**src/rtl/mem_port_arbiter.sv**
```systemverilog
// Shares one memory port between instruction fetch and the data stage; DM has fixed priority.
// Latency: Ready two cycles after grant plus memory wait cycles; requests are held until Ready.
`timescale 1ns/1ps
module mem_port_arbiter #(
   parameter int ADDR_WIDTH = 30,
   parameter int TIMEOUT    = 255
) (
   input  logic                  clock,
   input  logic                  reset,
   input  logic                  IF_Read,
   input  logic [ADDR_WIDTH-1:0] IF_Address,
   output logic [31:0]           IF_DataOut,
   output logic                  IF_Ready,
   output logic                  IF_Error,
   input  logic                  DM_Read,
   input  logic [3:0]            DM_Write,
   input  logic [ADDR_WIDTH-1:0] DM_Address,
   input  logic [31:0]           DM_DataIn,
   output logic [31:0]           DM_DataOut,
   output logic                  DM_Ready,
   output logic                  DM_Error,
   output logic                  DM_Stall,
   output logic [ADDR_WIDTH-1:0] Mem_Address,
   output logic [31:0]           Mem_DataOut,
   output logic                  Mem_Read,
   output logic [3:0]            Mem_Write,
   input  logic [31:0]           Mem_DataIn,
   input  logic                  Mem_Ready
);

   localparam logic [1:0] IDLE = 2'd0;
   localparam logic [1:0] BUSY = 2'd1;
   localparam logic [1:0] DONE = 2'd2;

   // Watchdog compare value; TIMEOUT above 256 cannot be reached by the saturating counter.
   localparam logic [7:0] TO_LAST = 8'((TIMEOUT > 0) ? TIMEOUT - 1 : 0);

   logic [1:0] state;
   logic       owner;
   logic [7:0] wd_cnt;
   logic       dm_req;
   logic       owner_req;
   logic       wd_expire;

   assign dm_req    = DM_Read | (|DM_Write);
   assign owner_req = owner ? dm_req : IF_Read;
   assign wd_expire = (TIMEOUT != 0) && (wd_cnt == TO_LAST);
   assign DM_Stall  = dm_req & ~DM_Ready;

   always_ff @(posedge clock) begin
      if (reset) begin
         state       <= IDLE;
         owner       <= 1'b0;
         wd_cnt      <= 8'd0;
         Mem_Address <= '0;
         Mem_DataOut <= 32'd0;
         Mem_Read    <= 1'b0;
         Mem_Write   <= 4'd0;
         IF_DataOut  <= 32'd0;
         IF_Ready    <= 1'b0;
         IF_Error    <= 1'b0;
         DM_DataOut  <= 32'd0;
         DM_Ready    <= 1'b0;
         DM_Error    <= 1'b0;
      end else begin
         case (state)
            IDLE: begin
               if (dm_req) begin
                  owner       <= 1'b1;
                  Mem_Address <= DM_Address;
                  Mem_DataOut <= DM_DataIn;
                  Mem_Write   <= DM_Write;
                  // A simultaneous read and write is serviced as the write alone.
                  Mem_Read    <= ~(|DM_Write);
                  wd_cnt      <= 8'd0;
                  state       <= BUSY;
               end else if (IF_Read) begin
                  owner       <= 1'b0;
                  Mem_Address <= IF_Address;
                  Mem_DataOut <= 32'd0;
                  Mem_Write   <= 4'd0;
                  Mem_Read    <= 1'b1;
                  wd_cnt      <= 8'd0;
                  state       <= BUSY;
               end
            end

            BUSY: begin
               if (Mem_Ready) begin
                  Mem_Read  <= 1'b0;
                  Mem_Write <= 4'd0;
                  state     <= DONE;
                  // A requester that withdrew (flush) gets neither Ready nor new data.
                  if (owner_req) begin
                     if (owner) begin
                        DM_Ready <= 1'b1;
                        DM_Error <= 1'b0;
                        if (Mem_Read) DM_DataOut <= Mem_DataIn;
                     end else begin
                        IF_Ready <= 1'b1;
                        IF_Error <= 1'b0;
                        if (Mem_Read) IF_DataOut <= Mem_DataIn;
                     end
                  end
               end else if (wd_expire) begin
                  Mem_Read  <= 1'b0;
                  Mem_Write <= 4'd0;
                  state     <= DONE;
                  if (owner_req) begin
                     if (owner) begin
                        DM_Ready <= 1'b1;
                        DM_Error <= 1'b1;
                     end else begin
                        IF_Ready <= 1'b1;
                        IF_Error <= 1'b1;
                     end
                  end
               end else if (wd_cnt != 8'hFF) begin
                  wd_cnt <= wd_cnt + 8'd1;
               end
            end

            DONE: begin
               IF_Ready <= 1'b0;
               IF_Error <= 1'b0;
               DM_Ready <= 1'b0;
               DM_Error <= 1'b0;
               state    <= IDLE;
            end

            default: state <= IDLE;
         endcase
      end
   end

endmodule

```
**config.mk**
```make
export PLATFORM = sky130hd
export DESIGN_NAME = mem_port_arbiter
export DESIGN_NICKNAME = d
export VERILOG_FILES = /design/src/rtl/mem_port_arbiter.sv
export SDC_FILE = /design/constraint.sdc
export NUM_CORES = 1
export LEC_CHECK = 0
export BUFFER_PORTS_ARGS = -buffer_cell sky130_fd_sc_hd__buf_2
export CORE_MARGIN = 1.5
export CORE_UTILIZATION = 45
export DETAILED_ROUTE_END_ITERATION = 10
export HOLD_SLACK_MARGIN = 0.1
export PLACE_DENSITY_LB_ADDON = 0.12
export SYNTH_ARGS = -nofsm -noshare
export SYNTH_HDL_FRONTEND = slang
export SYNTH_SLANG_ARGS = --single-unit
export TNS_END_PERCENT = 30
```
**constraint.sdc**
```tcl
create_clock -name clock -period 2.75 [get_ports clock]
set_clock_uncertainty 0.2 [all_clocks]
set_input_delay 0.55 -clock clock [delete_from_list [all_inputs] [get_ports clock]]
set_output_delay 0.55 -clock clock [all_outputs]
set_load 0.03 [all_outputs]
```
==> results.json <==
{
  "run_status": "finished, final reports clean",
  "clock_sinks": 146,
  "fmax_mhz": 398,
  "routed-via-count": 5719,
  "n_antenna_cell": 0,
  "path_clk_slew_ns": 0.06,
  "synth_seq_area_share": 0.502,
  "leakage_uw": 0.00356,
  "crit_path_end_kind": "output pin",
  "grtUsageMet1": 0.278,
  "horizontal_die_dimension_um": 117,
  "maximum_number_of_pins_on_one_net_before_global_route_repair": 61,
  "clk_path_buf_depth": 2,
  "postCtsSetupBuffers": 0,
  "synth_nets": 821,
  "grt_pass1_wl_um": 25100,
  "path_cells": "buf_2 -> or4_1 -> nor2_2 -> nor2_1 -> buf_2",
  "place_congestion": 0.843,
  "asyncSetResetFlopFracSynth": 0,
  "dpl.hpwl_um": 11600,
  "num_io_pins": 269,
  "timing.final.crit_period_ns": 2.51,
  "setup_repair_after_global_routing_missed_its_margin": "no",
  "worst_setup_path_start_kind": "primary input",
  "core-area_um2": 12600,
  "drt_iter0_markers": 384,
  "synth.yosys.warnings": 0,
  "crit_required_ns": 2.00,
  "grt_usage": 0.236,
  "first_global_vias": 5266,
  "post_drt_wl_per_cell_um": 14.4,
  "nets": 1074,
  "power_density_nw_per_um2": 743,
  "port-buffer-count": 268,
  "synthDominantAreaCellType": "dfxtp_1",
  "cpMaxStageDelayCell": "or4_1",
  "wirelength_um": 16100,
  "final_min_period_over_clock_period": 0.914,
  "grt_remaining_overflow": 0,
  "holdWs_ns": 0.171,
  "grt_antenna_before_repair": 0,
  "finalHoldViolCount": 0,
  "synthesis.instances": 683,
  "postSynthRegisterBits": 146,
  "timing.critical_path.slowest_cell_delay_ns": 0.71,
  "busiest_layer": "met2",
  "critPathKind": "in -> out",
  "gr-usage-met2": 0.400,
  "drc": 0,
  "synth_enable_flop_cells": 0,
  "clock_tree_root": "clkbuf_16",
  "ant_nets": 0,
  "hold-path-cell-count": 3,
  "worst-endpoint-arrival_ns": 1.76,
  "worst_hold_path_type": "in -> reg",
  "cts_tree": "built",
  "initial_core_util": 0.462,
  "timing.max_cap.violations": 0,
  "final_layout_size_suffix_gt1_frac": 0.376,
  "worst_slew_pin_slew_ns": 0.649,
  "hold_buffers": 0,
  "cts_made_buffers": 17,
  "clk_latency_ns": 0.41,
  "fin_setup_tns_ns": 0,
  "yosys.cell_types.count": 40,
  "drt-pass1-iter-count": 5,
  "grt_util_met3": 0.0844,
  "timing_max_transition_violations_final": 0,
  "post_synth_main_area_contributors": "dfxtp_1, nand2_1, a311oi_2, a21oi_1, nor2_1",
  "post_cts.resized_instances": 0,
  "layout_common_cells": "buf_2, nand2_1, dfxtp_1",
  "finalSetupViolations": 0,
  "worst-r2r-cell-count": 6,
  "post_place_cell_area_um2": 7330,
  "crit_path_frequent_cell": "buf_2",
  "rows": 41,
  "vdd.ir_drop.worst_uv": 397,
  "max-slew-margin-rel": 0.568,
  "synth_area_per_cell_um2": 8.53,
  "area_growth_syn_to_layout_pct": 36.3,
  "htreeDepth": 4,
  "path_max_fanout": 8,
  "synth_cell_area_um2": 5830,
  "synthDominantCellAreaShare": 0.502,
  "synthFlopType": "dfxtp_1",
  "fp.dieH_um": 117,
  "post_drt_via_cell_ratio": 5.11,
  "fp.dieArea_um2": 13600,
  "finish.instance_area_um2": 7940,
  "layout_commonest_cell": "buf_2"
}
where the power goes:
part           switching (µW)  internal [µW]
Clock                     833           1510
Combinational             783            407
Sequential               87.6           2270
worst max-delay path: cells and delay by family:
family / cells / cell delay (ns)
and+or+nand+nor: 3 / 0.92
buffers and inverters: 2 / 0.29
routing by layer:
| metal | vias to the layer above | share of wire | wire, µm |
|---|---|---|---|
| li1 | 2854 | - | - |
| met1 | 2634 | 0.40 | 6500 |
| met2 | 217 | 0.50 | 8100 |
| met3 | 14 | 0.080 | 1290 |
| met4 | 0 | 0.011 | 184 |
| met5 | - | 0 | 0 |
metrics by stage:
step	util	setup WS, ns	instances	total power (µW)
floorplan	-	0.319	683	3230
global placement	0.581	0.203	1089	3560
detailed placement	0.581	0.193	1089	3590
CTS	0.629	0.226	1119	5950
global route	0.629	0.162	1119	6160
finish	0.629	0.236	1119	5900
registers in the layout, indices dropped and copies added (netlist names):
name,cells
DM_DataOut,32
IF_Error,1
Mem_DataOut,32
IF_DataOut,32
Mem_Read,1
IF_Ready,1
Mem_Address,30
Mem_Write,4
DM_Error,1
state,2
owner,1
DM_Ready,1
wd_cnt,8
area by class of cell:
class                   count  area (µm²)
fillers                  1122        4680
flip-flops and latches    146        2920
multi-input cells         478        2640
repair buffers            285        1520
clock buffers              22         484
well taps                 172         215
clock inverters             8         128
inverters                   8        30.0
cells by family after synthesis:
family,Yosys count,synth area share
simple gates,295,0.205
buf+inv,59,0.0488
compound gates,178,0.234
flops,146,0.502
fa+ha+maj,5,0.0107
final timing paths:
| path | slack [ns] | from | end |
|---|---|---|---|
| worst max-delay path | 0.24 | DM_Write[0] | DM_Stall |
| worst min register to register | 0.25 | DM_DataOut[22] | DM_DataOut[22] |
| worst max register to register | 0.39 | state[0] | Mem_Write[3] |
| worst min-delay path | 0.17 | DM_DataIn[11] | Mem_DataOut[11] |
Yosys cell counts, drive strengths merged (2+ instances only):
| library cell | instances |
|---|---|
| a211oi | 2 |
| a21oi | 79 |
| a22o | 3 |
| a22oi | 32 |
| a311oi | 31 |
| a41oi | 2 |
| buf | 17 |
| clkbuf | 34 |
| dfxtp | 146 |
| ha | 5 |
| inv | 8 |
| nand2 | 197 |
| nand3 | 3 |
| nand4 | 2 |
| nor2 | 69 |
| nor2b | 3 |
| nor4 | 4 |
| o211ai | 2 |
| o21ai | 15 |
| o31ai | 6 |
| or2 | 2 |
| or3 | 4 |
| or3b | 2 |
| or4 | 6 |
Power figures use the tool's default switching activity.
